### config.mk
export PLATFORM = sky130hd
export DESIGN_NAME = pulse_tx_framer
export DESIGN_NICKNAME = d
export VERILOG_FILES = /design/src/rtl/pulse_link_pkg.sv /design/src/rtl/pulse_bit_timer.sv /design/src/rtl/pulse_tx_framer.sv
export SDC_FILE = /design/constraint.sdc
export NUM_CORES = 1
export LEC_CHECK = 0
export ABC_AREA = 1
export ABC_CLOCK_PERIOD_IN_PS = 3620
export BUFFER_PORTS_ARGS = -buffer_cell sky130_fd_sc_hd__buf_4
export CAP_MARGIN = 10
export CORE_MARGIN = 2
export CORE_UTILIZATION = 30
export CTS_BUF_LIST = sky130_fd_sc_hd__clkbuf_8
export CTS_CLUSTER_DIAMETER = 50
export DETAILED_ROUTE_END_ITERATION = 12
export SYNTH_ARGS = -nofsm -noshare
export SYNTH_HDL_FRONTEND = slang
export SYNTH_SLANG_ARGS = --single-unit
### constraint.sdc
create_clock -name clk_fast -period 3.62 [get_ports clk_fast]
set_input_delay 0.724 -clock clk_fast [delete_from_list [all_inputs] [get_ports clk_fast]]
set_output_delay 0.724 -clock clk_fast [all_outputs]
set_load 0.05 [all_outputs]
### src/rtl/pulse_link_pkg.sv
// Shared definitions for the pulse link transmitter and receiver:
// FSM encoding, divider floor and the pulse-width rule both ends must agree on.
package pulse_link_pkg;

    localparam int unsigned DIV_W = 8;
    localparam logic [DIV_W-1:0] MIN_DIV = DIV_W'(2);

    typedef enum logic [1:0] {
        ST_IDLE     = 2'd0,
        ST_PREAMBLE = 2'd1,
        ST_DATA     = 2'd2
    } link_state_t;

    function automatic logic [DIV_W-1:0] clamp_div(input logic [DIV_W-1:0] div);
        return (div < MIN_DIV) ? MIN_DIV : div;
    endfunction

    // Gate width used by the receiver as well; never shorter than one cycle.
    function automatic logic [DIV_W-1:0] pulse_width(input logic [DIV_W-1:0] div);
        return ((div >> 1) == '0) ? DIV_W'(1) : (div >> 1);
    endfunction

endpackage

### src/rtl/pulse_bit_timer.sv
// Bit-period timer: latches the divider at frame start and reports period end
// plus whether the next cycle lies inside the pulse window.
module pulse_bit_timer
    import pulse_link_pkg::*;
(
    input  logic             clk_fast,
    input  logic             rst,
    input  logic             load,
    input  logic             run,
    input  logic [DIV_W-1:0] div_ratio,
    output logic             period_end_c,
    output logic             in_pulse_c
);

    logic [DIV_W-1:0] dr_l;
    logic [DIV_W-1:0] pw_l;
    logic [DIV_W-1:0] bit_cnt;
    logic [DIV_W-1:0] cnt_next_c;

    assign period_end_c = run && (bit_cnt == (dr_l - DIV_W'(1)));
    assign cnt_next_c   = period_end_c ? '0 : (bit_cnt + DIV_W'(1));

    // A load restarts the count at 0, which is always inside the window.
    assign in_pulse_c   = load || (cnt_next_c < pw_l);

    always_ff @(posedge clk_fast or posedge rst) begin
        if (rst) begin
            dr_l    <= '0;
            pw_l    <= '0;
            bit_cnt <= '0;
        end else if (load) begin
            dr_l    <= clamp_div(div_ratio);
            pw_l    <= pulse_width(clamp_div(div_ratio));
            bit_cnt <= '0;
        end else if (!run) begin
            bit_cnt <= '0;
        end else begin
            bit_cnt <= cnt_next_c;
        end
    end

endmodule

### src/rtl/pulse_tx_framer.sv
// Transmit framer for the pulse link: all-ones preamble then OOK payload, MSB first,
// with a one-byte holding buffer fed over a valid/ready stream.
module pulse_tx_framer
    import pulse_link_pkg::*;
#(
    parameter int unsigned PREAMBLE_BITS = 32,
    parameter int unsigned LEN_W         = 8
) (
    input  logic             clk_fast,
    input  logic             rst,
    input  logic             enable,
    input  logic [7:0]       div_ratio,
    input  logic             start,
    input  logic [LEN_W-1:0] frame_len,
    input  logic [7:0]       tx_data,
    input  logic             tx_valid,
    output logic             tx_ready,
    output logic             tx_pulse,
    output logic             preamble_end,
    output logic             busy,
    output logic             done,
    output logic             underrun
);

    localparam int unsigned PRE_W = $clog2(PREAMBLE_BITS + 1);
    localparam logic [PRE_W-1:0] PRE_LAST = PRE_W'(PREAMBLE_BITS - 1);

    link_state_t      state;
    logic [7:0]       shift_q;
    logic [7:0]       hold_q;
    logic             hold_full;
    logic [2:0]       bit_idx;
    logic [PRE_W-1:0] pre_cnt;
    logic [LEN_W-1:0] len_l;
    logic [LEN_W-1:0] byte_cnt;
    logic [LEN_W-1:0] taken;

    logic accept_c;
    logic take_c;
    logic run_c;
    logic period_end_c;
    logic in_pulse_c;

    assign busy     = (state != ST_IDLE);
    assign tx_ready = busy && !hold_full && (taken < len_l);
    assign take_c   = tx_valid && tx_ready;
    // A start coinciding with the done pulse must not chain frames.
    assign accept_c = (state == ST_IDLE) && enable && start && !done;
    assign run_c    = busy && enable;

    pulse_bit_timer u_timer (
        .clk_fast     (clk_fast),
        .rst          (rst),
        .load         (accept_c),
        .run          (run_c),
        .div_ratio    (div_ratio),
        .period_end_c (period_end_c),
        .in_pulse_c   (in_pulse_c)
    );

    always_ff @(posedge clk_fast or posedge rst) begin
        if (rst) begin
            state        <= ST_IDLE;
            tx_pulse     <= 1'b0;
            preamble_end <= 1'b0;
            done         <= 1'b0;
            underrun     <= 1'b0;
            shift_q      <= '0;
            hold_q       <= '0;
            hold_full    <= 1'b0;
            bit_idx      <= '0;
            pre_cnt      <= '0;
            len_l        <= '0;
            byte_cnt     <= '0;
            taken        <= '0;
        end else begin
            done     <= 1'b0;
            underrun <= 1'b0;
            if (take_c) begin
                hold_q    <= tx_data;
                hold_full <= 1'b1;
                taken     <= taken + LEN_W'(1);
            end
            unique case (state)
                ST_IDLE: begin
                    tx_pulse     <= 1'b0;
                    preamble_end <= 1'b0;
                    if (accept_c) begin
                        state     <= ST_PREAMBLE;
                        len_l     <= frame_len;
                        pre_cnt   <= '0;
                        byte_cnt  <= '0;
                        taken     <= '0;
                        hold_full <= 1'b0;
                        tx_pulse  <= 1'b1;
                    end
                end
                ST_PREAMBLE: begin
                    if (!enable) begin
                        state        <= ST_IDLE;
                        tx_pulse     <= 1'b0;
                        preamble_end <= 1'b0;
                        hold_full    <= 1'b0;
                    end else if (period_end_c && (pre_cnt == PRE_LAST)) begin
                        if (len_l == '0) begin
                            state    <= ST_IDLE;
                            tx_pulse <= 1'b0;
                            done     <= 1'b1;
                        end else if (!hold_full) begin
                            state        <= ST_IDLE;
                            tx_pulse     <= 1'b0;
                            preamble_end <= 1'b0;
                            hold_full    <= 1'b0;
                            underrun     <= 1'b1;
                        end else begin
                            state        <= ST_DATA;
                            shift_q      <= hold_q;
                            hold_full    <= take_c;
                            byte_cnt     <= byte_cnt + LEN_W'(1);
                            bit_idx      <= '0;
                            preamble_end <= 1'b1;
                            tx_pulse     <= hold_q[7] & in_pulse_c;
                        end
                    end else begin
                        if (period_end_c) begin
                            pre_cnt <= pre_cnt + PRE_W'(1);
                        end
                        tx_pulse <= in_pulse_c;
                    end
                end
                ST_DATA: begin
                    if (!enable) begin
                        state        <= ST_IDLE;
                        tx_pulse     <= 1'b0;
                        preamble_end <= 1'b0;
                        hold_full    <= 1'b0;
                    end else if (period_end_c && (bit_idx == 3'd7)) begin
                        // Byte boundary: finish, starve, or reload from the holding buffer.
                        if (byte_cnt == len_l) begin
                            state        <= ST_IDLE;
                            tx_pulse     <= 1'b0;
                            preamble_end <= 1'b0;
                            hold_full    <= 1'b0;
                            done         <= 1'b1;
                        end else if (!hold_full) begin
                            state        <= ST_IDLE;
                            tx_pulse     <= 1'b0;
                            preamble_end <= 1'b0;
                            hold_full    <= 1'b0;
                            underrun     <= 1'b1;
                        end else begin
                            shift_q   <= hold_q;
                            hold_full <= take_c;
                            byte_cnt  <= byte_cnt + LEN_W'(1);
                            bit_idx   <= '0;
                            tx_pulse  <= hold_q[7] & in_pulse_c;
                        end
                    end else if (period_end_c) begin
                        shift_q  <= {shift_q[6:0], 1'b0};
                        bit_idx  <= bit_idx + 3'd1;
                        tx_pulse <= shift_q[6] & in_pulse_c;
                    end else begin
                        tx_pulse <= shift_q[7] & in_pulse_c;
                    end
                end
                default: begin
                    state        <= ST_IDLE;
                    tx_pulse     <= 1'b0;
                    preamble_end <= 1'b0;
                    hold_full    <= 1'b0;
                end
            endcase
        end
    end

endmodule

Yosys cells after proc, flatten, opt, wreduce, memory -nomap -nowiden --
Cells that the tools add are included. Widths: inputs -> output; s select.
Storage, ports and cells: register bits after elaboration 80
Cells by class: add/sub/neg operators 6, order comparisons 3, eq/ne operators 21, mux-type cells 94, bitwise logic cells 3, reductions and logical operators 26
Operator list (count):
- $mux 8 | 23
- $mux 1 | 39
- $add 8x1->8 const B | 3
- $mux 3 | 8
- $mux 6 | 4
- $pmux 8 s3 | 1
- $mux 2 | 9
- $eq 8x8->1 | 2
- $logic_not 8->1 | 2
- $lt 8x8->1 | 2
- $ne 2x2->1 const B | 8
- $pmux 8 s2 | 1
- $ne 3x3->1 const B | 5
- $pmux 6 s2 | 1
- $logic_and 1x1->1 | 10
- $lt 8x2->1 const B | 1
- $reduce_and 4->1 | 2
- $reduce_and 8->1 | 1
- $sub 8x1->8 const B | 1
- $mux 7 | 1
- $reduce_and 7->1 | 1
- $add 6x1->6 const B | 1
- $eq 6x5->1 const B | 1
- $pmux 1 s2 | 3
- 17 further kinds | 23

Longest topological paths before layout --
depth in word-level cells 12, depth in mapped cells 20, mapped depth without buffers 20

Hierarchy --
Synthesis repeated with hierarchy kept, for this count alone.
Unflattened totals: cells, all modules 668, area, all modules 4845.9 um^2
By module, submodules not included:
- pulse_tx_framer | instances 1, cells each 485, area an instance 3567.2 um^2, sequential area each 1401.3 um^2
- pulse_bit_timer | instances 1, cells each 183, area an instance 1278.7 um^2, sequential area each 450.4 um^2

Worst setup path before layout --
OpenSTA, ideal clock, no wires.
path kind reg2out, from register len_l[1], to output port tx_ready, data arrival time 2.485 ns, data required time 2.896 ns, path slack 0.411 ns, cell stages (with the launch flop) 7, buffers on the path 0, cells stage by stage dfrtp_1 > inv_1 > ha_1 > a21boi_0 > o211ai_1 > a21oi_1 > nor4_1
Between the ends: cells in the longest elaborated chain, start to end 2
RTL lines:
- start, declared | RTL line pulse_tx_framer.sv:34 | logic [LEN_W-1:0] len_l;
- start signal, assigned | RTL line pulse_tx_framer.sv:90 | len_l <= frame_len;
- $lt 8x8->1 | RTL line pulse_tx_framer.sv:45 | assign tx_ready = busy && !hold_full && (taken < len_l);
- $logic_and 1x1->1 | RTL line pulse_tx_framer.sv:45
- end, declared | RTL line pulse_tx_framer.sv:17 | output logic tx_ready,
No other way between the ends.

Final worst setup path --
from register state[0], to register tx_pulse
Between the ends: cells in the longest elaborated chain, start to end 12, elaborated cells on any way between the ends 27
RTL lines:
- start, declared | RTL line pulse_tx_framer.sv:28 | link_state_t state;
- start signal, assigned | RTL line pulse_tx_framer.sv:63 | state <= ST_IDLE;
- start signal, assigned | RTL line pulse_tx_framer.sv:89 | state <= ST_PREAMBLE;
- start signal, assigned | RTL line pulse_tx_framer.sv:100 | state <= ST_IDLE;
- $reduce_bool 2->1 | RTL line pulse_tx_framer.sv:44 | assign busy = (state != ST_IDLE);
- $logic_and 1x1->1 | RTL line pulse_tx_framer.sv:49 | assign run_c = busy && enable;
- $logic_and 1x1->1 | RTL line pulse_bit_timer.sv:20 | assign period_end_c = run && (bit_cnt == (dr_l - DIV_W'(1)));
- $mux 8 | RTL line pulse_bit_timer.sv:21 | assign cnt_next_c = period_end_c ? '0 : (bit_cnt + DIV_W'(1));
- $lt 8x8->1 | RTL line pulse_bit_timer.sv:24 | assign in_pulse_c = load || (cnt_next_c < pw_l);
- $logic_or 1x1->1 | RTL line pulse_bit_timer.sv:24
- $and 1x1->1 | RTL line pulse_tx_framer.sv:122, pulse_tx_framer.sv:156
- $mux 1 | RTL line pulse_tx_framer.sv:109, pulse_tx_framer.sv:145
- $mux 1, on equally long branches | RTL line pulse_tx_framer.sv:139, pulse_tx_framer.sv:105
- $mux 1, on equally long branches | RTL line pulse_tx_framer.sv:137, pulse_tx_framer.sv:104
- $mux 1, on equally long branches | RTL line pulse_tx_framer.sv:132, pulse_tx_framer.sv:99
- $pmux 1 s3 * | RTL line pulse_tx_framer.sv:84 | unique case (state)
- end signal, assigned | RTL line pulse_tx_framer.sv:128 | tx_pulse <= in_pulse_c;
- end signal, assigned | RTL line pulse_tx_framer.sv:156 | tx_pulse <= hold_q[7] & in_pulse_c;
- end signal, assigned | RTL line pulse_tx_framer.sv:161 | tx_pulse <= shift_q[6] & in_pulse_c;
- end, declared | RTL line pulse_tx_framer.sv:18 | output logic tx_pulse,
Every way passes the cells marked *; elsewhere a longest branch is shown, timed or not. A chain may end at the register's enable or synchronous reset.

==> metrics.md <==
| Metric | Value |
|---|---|
| Result of the run | `complete, no violations` |
| Share of synthesized flip-flops with an asynchronous set or reset | `100.0%` |
| Dominant register cell in the synthesized netlist | `sky130_fd_sc_hd__dfrtp_1` |
| Critical path required time | `3.91 ns` |
| Headroom to the max-slew limit | `44.60%` |
| Largest net degree at the start of global routing | `40` |
| CTS resizes | `0` |
| Synthesized instance count | `605` |
| List of most frequent post-synthesis cells | `sky130_fd_sc_hd__nand2_1, sky130_fd_sc_hd__inv_1, sky130_fd_sc_hd__dfrtp_1` |
| Cell area after technology mapping | `4582 um^2` |
| Area share of the largest cell type after synthesis | `40.42%` |
| Setup-failing EPs final | `0` |
| Core ar. | `15,090 um^2` |
| Ratio of total power to cell area | `699.8 nW/um^2` |
| Average vias per placed instance | `4.587` |
| Post-CTS Hold Buffers | `0` |
| CTS buffer count | `9` |
| Most used standard cell by instance count after synthesis | `sky130_fd_sc_hd__nand2_1` |
| Slew @ Worst Pin | `0.8298 ns` |
| Largest cells by area after synthesis | `sky130_fd_sc_hd__dfrtp_1, sky130_fd_sc_hd__nand2_1, sky130_fd_sc_hd__ha_1, sky130_fd_sc_hd__inv_1, sky130_fd_sc_hd__o21ai_0` |
| Final critical delay including setup and external delays | `2.864 ns` |
| Maximum clock rate | `0.3491 GHz` |
| Inserted Diodes | `0` |
| Critical-path cell list | `inv_1 > ha_1 > nor2_4 > nand3_2 > nor2_2 > nand3_1 > nor2_2 > nand3_4 > inv_4 > a21oi_1 > ha_1 > a21oi_1 > nand2_1 > nor2_1 > nand3_1 > nor2_1 > nand2_1 > a21oi_1` |
| Iter 0 DRT Violations | `221` |
| CTS Root Cell | `sky130_fd_sc_hd__clkbuf_8` |
| Number of levels the H-tree was split into | `3` |
| I/O Pins | `35` |
| Number of hold-slack violations in the final timing report | `0` |
| Count of filler cells inserted in the layout | `1,647` |
| Drt pass-1 iters | `5` |
| Cell type with the highest occurrence count on the critical path | `sky130_fd_sc_hd__a21oi_1` |
| Buf+Inv Stages, Crit Path | `2` |
| Number of buffer cells added on primary ports | `34` |
| Yosys top cell by area | `sky130_fd_sc_hd__dfrtp_1` |
| Die Area | `16,280 um^2` |
| CTS tree | `yes` |
| Count of yosys warnings during synthesis | `0` |
| Reported leakage power | `0.002631 uW` |
| Total count of max-transition violations in the final report | `0` |
| Total power | `3666 uW` |
| Aggregate global routing overflow | `0` |
| Die span in x | `127.6 um` |
| Endpoint arrival time on the critical path | `3.15 ns` |
| Cell row count | `45` |
| Slowest cell on crit path | `sky130_fd_sc_hd__dfrtp_1` |
| Clock Sink Count | `74` |
| Delay of the slowest critical-path stage | `0.40 ns` |
| Area growth from synthesis to layout | `14.34%` |
| Placed cell count | `817` |
| Via count | `3,816` |
| Maximum clock insertion buffer count | `2` |
| # Max-Cap Violations | `0` |
| Post-synth net total | `658` |
| Fraction of the cycle the final worst path needs | `79.13%` |
| Least setup slack across all paths after layout | `0.7556 ns` |
| Final std cells w/o fill | `832` |
| Sum Neg Setup Slack | `0 ns` |
| Number of antenna violations at the first check in global routing | `0` |
| Setup repair after global routing missed its margin | `no` |
| Total Wirelength | `10,410 um` |
| Die height | `127.6 um` |
| Number of buffers added for setup after CTS | `0` |
| Via count of the first global-routing pass | `3,802` |
| Category of the most critical setup path | `reg2reg` |
| Wire length per cell | `12.51 um` |
| HPWL after DPL | `7847 um` |
| Number of nets in the layout | `693` |
| Worst Setup End Kind | `flop` |
| Number of storage elements in the synthesis netlist | `74` |
| Total GRT Usage | `14.06%` |
| Final estimated routing congestion in global placement | `0.8556` |
| Starting density of the core | `30.36%` |
| Worst IR drop on VDD | `0.0003271 V` |
| Worst Setup Slack post-DPL | `0.6579 ns` |
| Clock transition at the register clock pins on the worst setup and hold paths after CTS | `0.08 ns` |
| Source-to-sink clock delay at the later pin of the worst-skew pair | `0.36 ns` |
| CP Launch Type | `flop` |
| Detailed-route DRC error count | `0` |
| Worst-case clock skew | `0.01070 ns` |
| Gate family responsible for the most delay along the worst path | `simple AND/OR/NAND/NOR gates` |
| Remaining antenna violation count after routing | `0` |
| Mean area per synthesized cell | `7.573 um^2` |
| Min-Delay Path Class | `reg2reg` |
| Number of distinct library cell variants in the gate-level netlist after synthesis | `41` |
| Sequential area share after synthesis | `40.42%` |
| Wire length of the first global-routing pass | `18,210 um` |
| Crit Path Max Fanout | `9` |
| EDFF count, synth | `0` |
| Fraction of layout cells with a size suffix above 1 | `13.51%` |
[report_power, final]
| group | internal [uW] | switching, uW | total, uW |
|---|---|---|---|
| Clock | 326 | 305 | 631 |
| Combinational | 617 | 1110 | 1730 |
| Sequential | 1090 | 219 | 1310 |
| Total | 2030 | 1640 | 3670 |
[registers in the layout (all words and copies together), names as in the netlist]
register	flops
bit_idx	3
byte_cnt	8
done	1
hold_full	1
hold_q	8
len_l	8
pre_cnt	6
preamble_end	1
shift_q	8
state	2
taken	8
tx_pulse	1
u_timer.bit_cnt	8
u_timer.dr_l	8
u_timer.pw_l	2
underrun	1
[path summary, 6_finish.rpt]
kind,from,slack (ns),to,cells past startpoint
max,state[0]$_DFFE_PP0P_,0.76,tx_pulse$_DFF_PP0_,18
min,hold_q[3]$_DFFE_PP0P_,0.49,hold_q[3]$_DFFE_PP0P_,2
max reg2reg,state[0]$_DFFE_PP0P_,0.76,tx_pulse$_DFF_PP0_,18
min reg2reg,hold_q[3]$_DFFE_PP0P_,0.49,hold_q[3]$_DFFE_PP0P_,2
max in group asynchronous,rst,2.38,hold_q[5]$_DFFE_PP0P_,3
min in group asynchronous,rst,0.54,u_timer.dr_l[2]$_DFFE_PP0P_,2
[through the flow]
step                util, %  hold slack [ns]  area (um^2)
CTS                   34.72           0.4921         5239
global placement      33.49           0.4711         5054
floorplan                 -           0.4487         4582
finish                34.72           0.4868         5239
global route          34.72           0.5176         5239
detailed placement    33.49           0.4706         5054
[worst min-delay path, cell delays in order, from the launching register on]
cell	delay, ns
sky130_fd_sc_hd__dfrtp_1	0.35
sky130_fd_sc_hd__nand2_1	0.06
sky130_fd_sc_hd__nand2_1	0.05
[cell families (layout without fill, tap and decap cells)]
group / Yosys count / count (layout) / synth area share (%)
DFF: 74 / 74 / 40.42
AOI/OAI and AO/OA: 103 / 103 / 13.19
adders and majority gates: 24 / 24 / 6.554
and+or+nand+nor: 294 / 294 / 28.51
buffers and inverters: 94 / 133 / 8.274
xor gates and xnor gates: 16 / 16 / 3.059
[per-layer routing]
layer	routed length, um	vias up	global-route usage (%)
met5	0	-	0
met4	105	0	3.943
met3	373	6	3.936
met2	4802	48	22.93
met1	5127	1736	18.32
li1	-	2026	-
[placed cells by master (no fill, tap or decap), drive strengths merged]
| cell | instances |
|---|---|
| a21oi | 28 |
| bufinv | 1 |
| o211a | 1 |
| o22ai | 2 |
| nand4 | 13 |
| nand2 | 164 |
| clkinv | 3 |
| dfrtp | 74 |
| xnor2 | 7 |
| o211ai | 4 |
| ha | 24 |
| or2 | 4 |
| nor4 | 4 |
| xor2 | 9 |
| nor3 | 8 |
| and3 | 1 |
| o21a | 2 |
| nand3 | 34 |
| clkbuf | 10 |
| a21boi | 1 |
| nor2 | 63 |
| inv | 80 |
| o21ai | 62 |
| buf | 39 |
| nand3b | 3 |
| o31ai | 3 |
[layout make-up]
| class | count | area, um^2 | area share (%) |
|---|---|---|---|
| Multi-Input combinational cell | 437 | 2357 | 45.00 |
| Sequential cell | 74 | 1852 | 35.35 |
| Timing Repair Buffer | 39 | 305.3 | 5.828 |
| Inverter | 79 | 304.0 | 5.804 |
| Tap cell | 188 | 235.2 | 4.490 |
| Clock buffer | 10 | 137.6 | 2.627 |
| Clock inverter | 5 | 47.55 | 0.9076 |
(Power assumes the default switching activity.)
